<file path="src/rtl/credit_pkg.sv">
// credit_pkg: shared types and default parameters for the credit accumulator.
//   state_t          refund state machine encoding (IDLE, REFUND)
//   DEF_WIDTH        default credit/coin/price width in bits
//   DEF_MAX_CREDIT   default saturation ceiling
//   DEF_CHANGE_UNIT  default credit value of one change coin
package credit_pkg;

  typedef enum logic {
    IDLE   = 1'b0,
    REFUND = 1'b1
  } state_t;

  localparam int unsigned DEF_WIDTH       = 8;
  localparam int unsigned DEF_MAX_CREDIT  = 200;
  localparam int unsigned DEF_CHANGE_UNIT = 5;

endpackage

</file>
<file path="src/rtl/credit_refund_fsm.sv">
// credit_refund_fsm: IDLE/REFUND control for the credit accumulator.
// Ports:
//   i_clk, i_rst       clock, synchronous active-high reset
//   i_ld               credit load this cycle: forces IDLE, suppresses done
//   i_refund           refund request (acted on in IDLE only)
//   i_credit           registered credit from the datapath
//   o_refund_c         current state is REFUND (decoded from state register)
//   o_change_vld_c     one change coin offered (decoded from registers only)
//   o_busy             high in every REFUND cycle
//   o_refund_done      one-cycle pulse in the first IDLE cycle after REFUND
module credit_refund_fsm
  import credit_pkg::*;
#(
  parameter int unsigned WIDTH       = DEF_WIDTH,
  parameter int unsigned CHANGE_UNIT = DEF_CHANGE_UNIT
) (
  input  logic             i_clk,
  input  logic             i_rst,
  input  logic             i_ld,
  input  logic             i_refund,
  input  logic [WIDTH-1:0] i_credit,
  output logic             o_refund_c,
  output logic             o_change_vld_c,
  output logic             o_busy,
  output logic             o_refund_done
);

  localparam int unsigned     EW       = WIDTH + 1;
  localparam logic [EW-1:0]   UNIT_EXT = EW'(CHANGE_UNIT);

  state_t state, state_next;
  logic   busy_next, done_next;
  logic   credit_ge_unit;

  assign credit_ge_unit = ({1'b0, i_credit} >= UNIT_EXT);

  // State and registered status flags
  always_ff @(posedge i_clk) begin
    if (i_rst) begin
      state         <= IDLE;
      o_busy        <= 1'b0;
      o_refund_done <= 1'b0;
    end else begin
      state         <= state_next;
      o_busy        <= busy_next;
      o_refund_done <= done_next;
    end
  end

  // Next state; exit decision uses the registered credit, so the last
  // REFUND cycle is the one where credit already sits below one unit
  always_comb begin
    state_next = state;
    done_next  = 1'b0;
    if (i_ld) begin
      state_next = IDLE;
    end else begin
      case (state)
        IDLE:   if (i_refund) state_next = REFUND;
        REFUND: begin
          if (!credit_ge_unit) begin
            state_next = IDLE;
            done_next  = 1'b1;
          end
        end
        default: state_next = IDLE;
      endcase
    end
    busy_next = (state_next == REFUND);
  end

  assign o_refund_c     = (state == REFUND);
  assign o_change_vld_c = o_refund_c && credit_ge_unit;

endmodule

</file>
<file path="src/rtl/credit_accumulator.sv">
// credit_accumulator: saturating credit register with vend debit and refund.
// Optional feature macro: CREDIT_LOAD_EN adds i_ld / i_ld_val direct load.
// Ports:
//   i_clk, i_rst              clock, synchronous active-high reset
//   i_coin_vld, i_coin_val    coin inserted this cycle and its value
//   i_vend_req, i_price       purchase request and item price
//   i_refund                  start change return
//   i_change_rdy              dispenser accepts one change coin
//   i_ld, i_ld_val            direct credit load (CREDIT_LOAD_EN only)
//   o_credit                  current credit
//   o_vend_ack, o_vend_nack   purchase accepted / refused (pulse)
//   o_coin_rej                coin refused (pulse)
//   o_sat                     coin clipped at MAX_CREDIT (pulse)
//   o_change_vld              one change coin offered (register-decoded)
//   o_busy                    refund in progress
//   o_refund_done             refund finished (pulse)
module credit_accumulator
  import credit_pkg::*;
#(
  parameter int unsigned WIDTH       = DEF_WIDTH,
  parameter int unsigned MAX_CREDIT  = DEF_MAX_CREDIT,
  parameter int unsigned CHANGE_UNIT = DEF_CHANGE_UNIT
) (
  input  logic             i_clk,
  input  logic             i_rst,
  input  logic             i_coin_vld,
  input  logic [WIDTH-1:0] i_coin_val,
  input  logic             i_vend_req,
  input  logic [WIDTH-1:0] i_price,
  input  logic             i_refund,
  input  logic             i_change_rdy,
`ifdef CREDIT_LOAD_EN
  input  logic             i_ld,
  input  logic [WIDTH-1:0] i_ld_val,
`endif
  output logic [WIDTH-1:0] o_credit,
  output logic             o_vend_ack,
  output logic             o_vend_nack,
  output logic             o_coin_rej,
  output logic             o_sat,
  output logic             o_change_vld,
  output logic             o_busy,
  output logic             o_refund_done
);

  localparam int unsigned   EW       = WIDTH + 1;
  localparam logic [EW-1:0] MAX_EXT  = EW'(MAX_CREDIT);
  localparam logic [EW-1:0] UNIT_EXT = EW'(CHANGE_UNIT);

  logic             ld;
  logic [WIDTH-1:0] ld_val;
  logic             in_refund_c;
  logic             change_vld_c;
  logic [EW-1:0]    credit_ext, after_debit, sum;
  logic [WIDTH-1:0] credit_next;
  logic             ack_next, nack_next, rej_next, sat_next;

`ifdef CREDIT_LOAD_EN
  assign ld     = i_ld;
  assign ld_val = i_ld_val;
`else
  assign ld     = 1'b0;
  assign ld_val = '0;
`endif

  credit_refund_fsm #(
    .WIDTH       (WIDTH),
    .CHANGE_UNIT (CHANGE_UNIT)
  ) u_fsm (
    .i_clk          (i_clk),
    .i_rst          (i_rst),
    .i_ld           (ld),
    .i_refund       (i_refund),
    .i_credit       (o_credit),
    .o_refund_c     (in_refund_c),
    .o_change_vld_c (change_vld_c),
    .o_busy         (o_busy),
    .o_refund_done  (o_refund_done)
  );

  assign o_change_vld = change_vld_c;
  assign credit_ext   = {1'b0, o_credit};

  // Credit datapath; one extra bit keeps debit/add/clip free of wrap-around
  always_comb begin
    credit_next = o_credit;
    ack_next    = 1'b0;
    nack_next   = 1'b0;
    rej_next    = 1'b0;
    sat_next    = 1'b0;
    after_debit = credit_ext;
    sum         = credit_ext;
    if (ld) begin
      credit_next = ({1'b0, ld_val} > MAX_EXT) ? WIDTH'(MAX_CREDIT) : ld_val;
      rej_next    = i_coin_vld;
    end else if (in_refund_c) begin
      rej_next  = i_coin_vld;
      nack_next = i_vend_req;
      if (change_vld_c && i_change_rdy) credit_next = WIDTH'(credit_ext - UNIT_EXT);
    end else begin
      // Vend is judged on registered credit only; a same-cycle coin never funds it
      if (i_vend_req) begin
        if (credit_ext >= {1'b0, i_price}) begin
          ack_next    = 1'b1;
          after_debit = credit_ext - {1'b0, i_price};
        end else begin
          nack_next = 1'b1;
        end
      end
      sum = after_debit + (i_coin_vld ? {1'b0, i_coin_val} : EW'(0));
      if (sum > MAX_EXT) begin
        credit_next = WIDTH'(MAX_CREDIT);
        sat_next    = 1'b1;
      end else begin
        credit_next = WIDTH'(sum);
      end
    end
  end

  // Registered credit and response pulses
  always_ff @(posedge i_clk) begin
    if (i_rst) begin
      o_credit    <= '0;
      o_vend_ack  <= 1'b0;
      o_vend_nack <= 1'b0;
      o_coin_rej  <= 1'b0;
      o_sat       <= 1'b0;
    end else begin
      o_credit    <= credit_next;
      o_vend_ack  <= ack_next;
      o_vend_nack <= nack_next;
      o_coin_rej  <= rej_next;
      o_sat       <= sat_next;
    end
  end

endmodule

</file>
<file path="config.mk">
export PLATFORM = sky130hd
export DESIGN_NAME = credit_accumulator
export DESIGN_NICKNAME = d
export VERILOG_FILES = /design/src/rtl/credit_pkg.sv /design/src/rtl/credit_refund_fsm.sv /design/src/rtl/credit_accumulator.sv
export SDC_FILE = /design/constraint.sdc
export NUM_CORES = 1
export LEC_CHECK = 0
export CELL_PAD_IN_SITES_DETAIL_PLACEMENT = 1
export CELL_PAD_IN_SITES_GLOBAL_PLACEMENT = 2
export CORE_MARGIN = 2
export CORE_UTILIZATION = 30
export CTS_CLUSTER_SIZE = 16
export DETAILED_ROUTE_END_ITERATION = 10
export GPL_TIMING_DRIVEN = 0
export PLACE_DENSITY_LB_ADDON = 0.12
export REMOVE_ABC_BUFFERS = 1
export SYNTH_ARGS = -nofsm -noshare
export SYNTH_HDL_FRONTEND = slang
export SYNTH_SLANG_ARGS = --single-unit
export TNS_END_PERCENT = 30
</file>
<file path="constraint.sdc">
create_clock -name i_clk -period 5.5 [get_ports i_clk]
set_input_delay 1.1 -clock i_clk [delete_from_list [all_inputs] [get_ports i_clk]]
set_output_delay 1.1 -clock i_clk [all_outputs]
set_load 0.02 [all_outputs]
</file>
==> flow_metrics.tcl, run 1 <==
set metrics [dict create \
    placed_area_mm2 0.00216 \
    reg2reg_from "o_credit[1]" \
    start_kind "input port" \
    slew_viol_final 0 \
    row_count 27 \
    startpoint "i_price[1]" \
    htree_num_levels 1 \
    clkSinkCount 14 \
    fmax_ghz 0.192 \
    layout_common_cells "clkdlybuf4s50_1, inv_1, nor2_1, ha_1, dfxtp_1" \
    fin_crit_sh_pct 94.8 \
    path_clk_slew_ps 60 \
    antenna_cells 0 \
    hold_path.class "flop to flop" \
    slew_headroom_pct 68.0 \
    reg2reg_depth 14 \
    cp.required_ps 5690 \
    avgRoutedWirePerCell_um 14.8 \
    maxCapViolCount 0 \
    grt_max_degree 14 \
    fillers 662 \
    place.port_buffers 36 \
    grt_pass1_vias 1695 \
    postCtsHoldBufs 0 \
    finalPower_mw 1.19 \
    die_area_mm2 0.00633 \
    async_reset_ff_share_pct 0 \
    avgSynthCellArea_um2 8.05 \
    worst_pin_slew_ps 470 \
    status "complete, no violations" \
    layout_min_cycle_time_ps 5220 \
    rsz0062_at_grt "no" \
    final_area_mm2 0.00225 \
    die_w_um 79.6 \
    grt_antenna_before_repair 0 \
    cts_buffer_depth 2 \
    synth.distinct_cells 52 \
    cp.depth 16 \
    cts_tree "yes" \
    dpl.hpwl_um 3980 \
    grt_pass1_wl_um 8220 \
    yosys_warnings 0 \
    tns_ps 0 \
    ios 37 \
    finish.utilization_pct 40.8 \
    final_nets 295 \
    setup_violations 0 \
    synth_seq_area_share_pct 16.4 \
    crit_chain "clkdlybuf4s50_1 -> inv_1 -> ha_1 -> nor2b_1 -> o31a_1 -> o31ai_4 -> nand2_1 -> nand2_4 -> mux2_2 -> ha_1 -> a211oi_1 -> nand2_1 -> a211o_1 -> and2_1 -> mux2i_2 -> o221a_1" \
    critPathMaxStageDelay_ps 460 \
    numCtsBuffers 3 \
    finalHoldViolCount 0 \
    fp.dieH_um 79.6 \
    ys_ff_latch 14 \
    grt.total_usage_pct 16.3 \
    critPathTopFamily "compound AO/OA/AOI/OAI gates" \
    drt_iter0_drc 22 \
    synth_flop_cell "dfxtp_1" \
    crit_type "input port to flop" \
    finClkSkew_ps 3.05 \
    areaGrowthSynthToFinish_pct 31.1 \
    cts-root-buf "clkbuf_8" \
    r2r_setup_slack_ps 1150 \
    min_to "o_credit[5]" \
    seqCellArea_um2 280 \
    antenna_left 0 \
    final_common_cell "clkdlybuf4s50_1" \
    peakVddDrop_uv 157 \
    syn_inst 213 \
    power.leakage_nw 0.951 \
    dr_total_vias 1665 \
    holdPathStages 2 \
    worstPathMaxFanout 10 \
    multi_input_area_mm2 0.00139 \
    drive_gt1_share_pct 7.97 \
    worst_setup_path_end_kind "flop" \
    wl_um 4780 \
    fp.coreArea_mm2 0.00551 \
    netlist_area_mm2 0.00171 \
    gp_congestion 0.801 \
    cpMaxStageDelayCell "clkdlybuf4s50_1" \
    clk_latency_ps 250 \
    drc 0 \
    gr-total-overflow 0 \
    power_density_mw_per_mm2 527 \
    synth-edff-count 0 \
    initial_core_util_pct 31.1 \
    hold_start "o_credit[5]" \
    via_per_inst 5.15 \
    rr_endpoint "o_credit[3]" \
    crit_buf_inv 2 \
    arrival_ps 5410 \
    firstDrtPassIters 4 \
]
## area by class of cell
class	instances	area share (%)
timing repair buffer	36	16.0
inverter	19	3.17
sequential	14	12.5
tap	72	4.01
multi-input combinational	178	61.9
clock buffer	4	2.45
## through the flow
step | cells | hold WS, ps | setup slack [ps]
after floorplan | 211 | 678 | 784
after global placement | 319 | 644 | -375
after detailed placement | 319 | 642 | -356
after CTS | 323 | 658 | 42.2
after global routing | 323 | 719 | 50.6
final | 323 | 658 | 284
## power by group
group | internal, mW | leakage [nW] | total (mW) | switching, mW
logic | 0.407 | 0.807 | 0.894 | 0.487
registers | 0.137 | 0.116 | 0.190 | 0.0528
clock network | 0.0634 | 0.0288 | 0.101 | 0.0380
total | 0.607 | 0.951 | 1.19 | 0.578
## kinds of logic (layout without fill, tap and decap cells)
group,count (synthesis),count (layout),synth area share [%]
AOI/OAI and AO/OA,62,62,26.7
DFF,14,14,16.4
buffers and inverters,21,59,4.60
adders and majority gates,21,21,16.2
xor gates and xnor gates,15,15,7.66
and+or+nand+nor,70,70,22.0
muxes,10,10,6.50
## registers in the layout, summed over array words and instances, names as in the netlist
register,cells
u_fsm.o_refund_c,1
o_sat,1
o_coin_rej,1
o_credit,8
o_vend_ack,1
u_fsm.o_refund_done,1
o_vend_nack,1
## how the worst max path moves through the flow
stage,to,slack [ps]
global route,o_credit[3],50
finish,o_credit[3],280
detailed placement,o_credit[3],-360
global placement,o_credit[3],-380
CTS,o_credit[3],40
floorplan,o_credit[3],780
## synth_stat cells, types with 3 or more instances
cell type	instances	area [um^2]
nor2b_1	4	25.0
and2_1	8	50.1
nand2_1	7	26.3
o21ai_0	10	50.1
a21oi_1	13	65.1
dfxtp_1	14	280
xnor2_1	8	70.1
o221a_1	3	33.8
ha_1	19	238
xor2_1	7	61.3
nand4_1	3	18.8
mux2_2	6	67.6
nand2b_1	6	37.5
mux2i_1	3	30.0
a211oi_1	7	52.6
o211ai_1	3	22.5
nor3_1	4	20.0
nor2_1	19	71.3
a21o_1	3	22.5
nand3_1	5	25.0
inv_1	19	71.3
## per-layer routing
| metal | vias to the layer above | GRT usage [%] | routed length, um |
|---|---|---|---|
| met3 | 5 | 1.02 | 79 |
| met5 | - | 0 | 0 |
| met2 | 19 | 28.3 | 2270 |
| met4 | 0 | 4.14 | 44 |
| li1 | 861 | - | - |
| met1 | 780 | 21.8 | 2380 |
## what timing repair did
action                     in CTS  in global routing
gates cloned                    0                  0
buffers inserted                0                  0
resized for setup               2                  6
setup endpoints to repair       9                  9
pin swaps                       0                  0
## worst register-to-register path: cells and delay by family (launching register included)
kind / cells / cell delay [ps]
AO/OA/AOI/OAI: 5 / 1570
flip-flops: 1 / 500
AND/OR/NAND/NOR: 5 / 790
multiplexers: 2 / 800
adder cells (fa/ha/maj): 2 / 650
No activity file was read; power rests on OpenSTA's default activity.
==> run 2: changes to the inputs <==
Settings changed: CORE_MARGIN 2 to not set.
==> flow_metrics.tcl, run 2 (same netlist as run 1, synthesis figures left out) <==
set metrics [dict create \
    slew_headroom_pct 68.5 \
    gr-total-overflow 0 \
    min_to "o_credit[5]" \
    finClkSkew_ps 4.95 \
    worst_pin_slew_ps 472 \
    dr_wl_met2_um 2450 \
    wl_um 4990 \
    fin_cells 323 \
    fin_ws_ps 303 \
    layout_common_cells "clkdlybuf4s50_1, inv_1, nor2_1, ha_1, dfxtp_1" \
    via_per_inst 5.24 \
    grt_max_degree 14 \
    initial_core_util_pct 31.1 \
    dp_cells 319 \
    postCtsHoldBufs 0 \
    drt_iter0_drc 35 \
    p_seq_share_pct 16.1 \
    dpl.hpwl_um 4070 \
    grt_pass1_wl_um 8420 \
    finalHoldViolCount 0 \
    setup_violations 0 \
    crit_type "input port to flop" \
    hold_start "o_credit[5]" \
    peakVddDrop_uv 176 \
    cts-root-buf "clkbuf_8" \
    final_nets 295 \
    final_common_cell "clkdlybuf4s50_1" \
    htree_num_levels 1 \
    final_area_mm2 0.00225 \
    met3_length_um 59 \
    status "complete, no violations" \
    place_ws_ps -414 \
    rr_endpoint "o_credit[3]" \
    p_switching_mw 0.588 \
    dr_total_vias 1693 \
    slew_viol_final 0 \
    cp.required_ps 5700 \
    clkSinkCount 14 \
    path_clk_slew_ps 60 \
    power.internal_mw 0.609 \
    antenna_cells 0 \
    worst_setup_path_end_kind "flop" \
    startpoint "i_price[1]" \
    maxCapViolCount 0 \
    reg2reg_from "o_credit[1]" \
    arrival_ps 5390 \
    grt_pass1_vias 1727 \
    die_w_um 77.6 \
    holdPathStages 2 \
    drc 0 \
    power_density_mw_per_mm2 533 \
    reg2reg_depth 16 \
    gp_congestion 0.791 \
    firstDrtPassIters 4 \
    ios 37 \
    r2r_setup_slack_ps 1140 \
    areaGrowthSynthToFinish_pct 31.1 \
    rsz0062_at_grt "no" \
    numCtsBuffers 3 \
    power.leakage_nw 0.949 \
    largest_reg_flops 8 \
    antenna_left 0 \
    die_area_mm2 0.00602 \
    cts_buffer_depth 2 \
    start_kind "input port" \
    fin_crit_sh_pct 94.5 \
    place.port_buffers 36 \
    layout_min_cycle_time_ps 5200 \
    top_register "o_credit" \
    clk_latency_ps 250 \
    routed.top_layer "met4" \
    met1_length_um 2480 \
    cts_tree "yes" \
    fp.coreArea_mm2 0.00551 \
    hold_path.class "flop to flop" \
    combPwrFrac_pct 75.3 \
    drive_gt1_share_pct 7.97 \
    row_count 27 \
    fp.dieH_um 77.6 \
    grt.total_usage_pct 17.5 \
    whs_ps 669 \
    placed_area_mm2 0.00216 \
    fmax_ghz 0.192 \
    avgRoutedWirePerCell_um 15.4 \
    grt_antenna_before_repair 0 \
    clock_power_share_pct 8.6 \
    swShare_pct 49.1 \
    worstPathMaxFanout 10 \
]
run 2: cell type report:
cell class,instances,area (um^2)
well taps,72,90.1
clock buffers,4,55.1
repair buffers,36,360
fillers,664,3260
multi-input cells,178,1390
inverters,19,71.3
flip-flops and latches,14,280
run 2: per-layer routing:
metal / vias up / track usage (%)
met1: 813 / 23.2
met3: 2 / 0.706
met2: 18 / 30.9
li1: 860 / -
met4: 0 / 4.53
met5: - / 0
run 2: worst max path at each step:
stage | end | slack (ps) | cells after the start
after floorplan | o_credit[3] | 780 | 17
after global placement | o_credit[3] | -360 | 18
after detailed placement | o_credit[3] | -410 | 18
after CTS | o_credit[3] | 40 | 18
after global routing | o_credit[3] | 20 | 18
final | o_credit[3] | 300 | 18
run 2: power by group through the flow:
stage	registers [mW]	logic (mW)	clock network, mW
floorplan	0.220	0.590	0
global placement	0.194	0.870	0
detailed placement	0.196	0.875	0
CTS	0.193	0.890	0.105
global route	0.202	1.01	0.111
finish	0.193	0.901	0.103
run 2: metrics by stage:
step	TNS, ps	utilization [%]	power, mW
finish	0	40.8	1.20
global route	0	40.8	1.32
CTS	0	40.4	1.19
detailed placement	-2630	39.2	1.07
global placement	-2350	39.2	1.06
floorplan	0	-	0.810
run 2: critical path, cell delays in order:
cell	delay, ps
clkdlybuf4s50_1	460
inv_1	60
ha_1	300
nor2b_1	140
o31a_1	280
o31ai_2	300
nand2_1	170
nand2_4	200
mux2i_1	270
ha_1	240
inv_1	60
fa_1	390
nand3b_1	270
a21o_1	230
a211oi_2	310
o2111ai_2	230
o21ai_0	160
o221a_1	210
run 2: repair_timing:
| action | in CTS | in global routing |
|---|---|---|
| gates cloned | 0 | 0 |
| endpoints found under the setup margin | 5 | 9 |
| setup buffers | 0 | 0 |
| resized for setup | 2 | 6 |
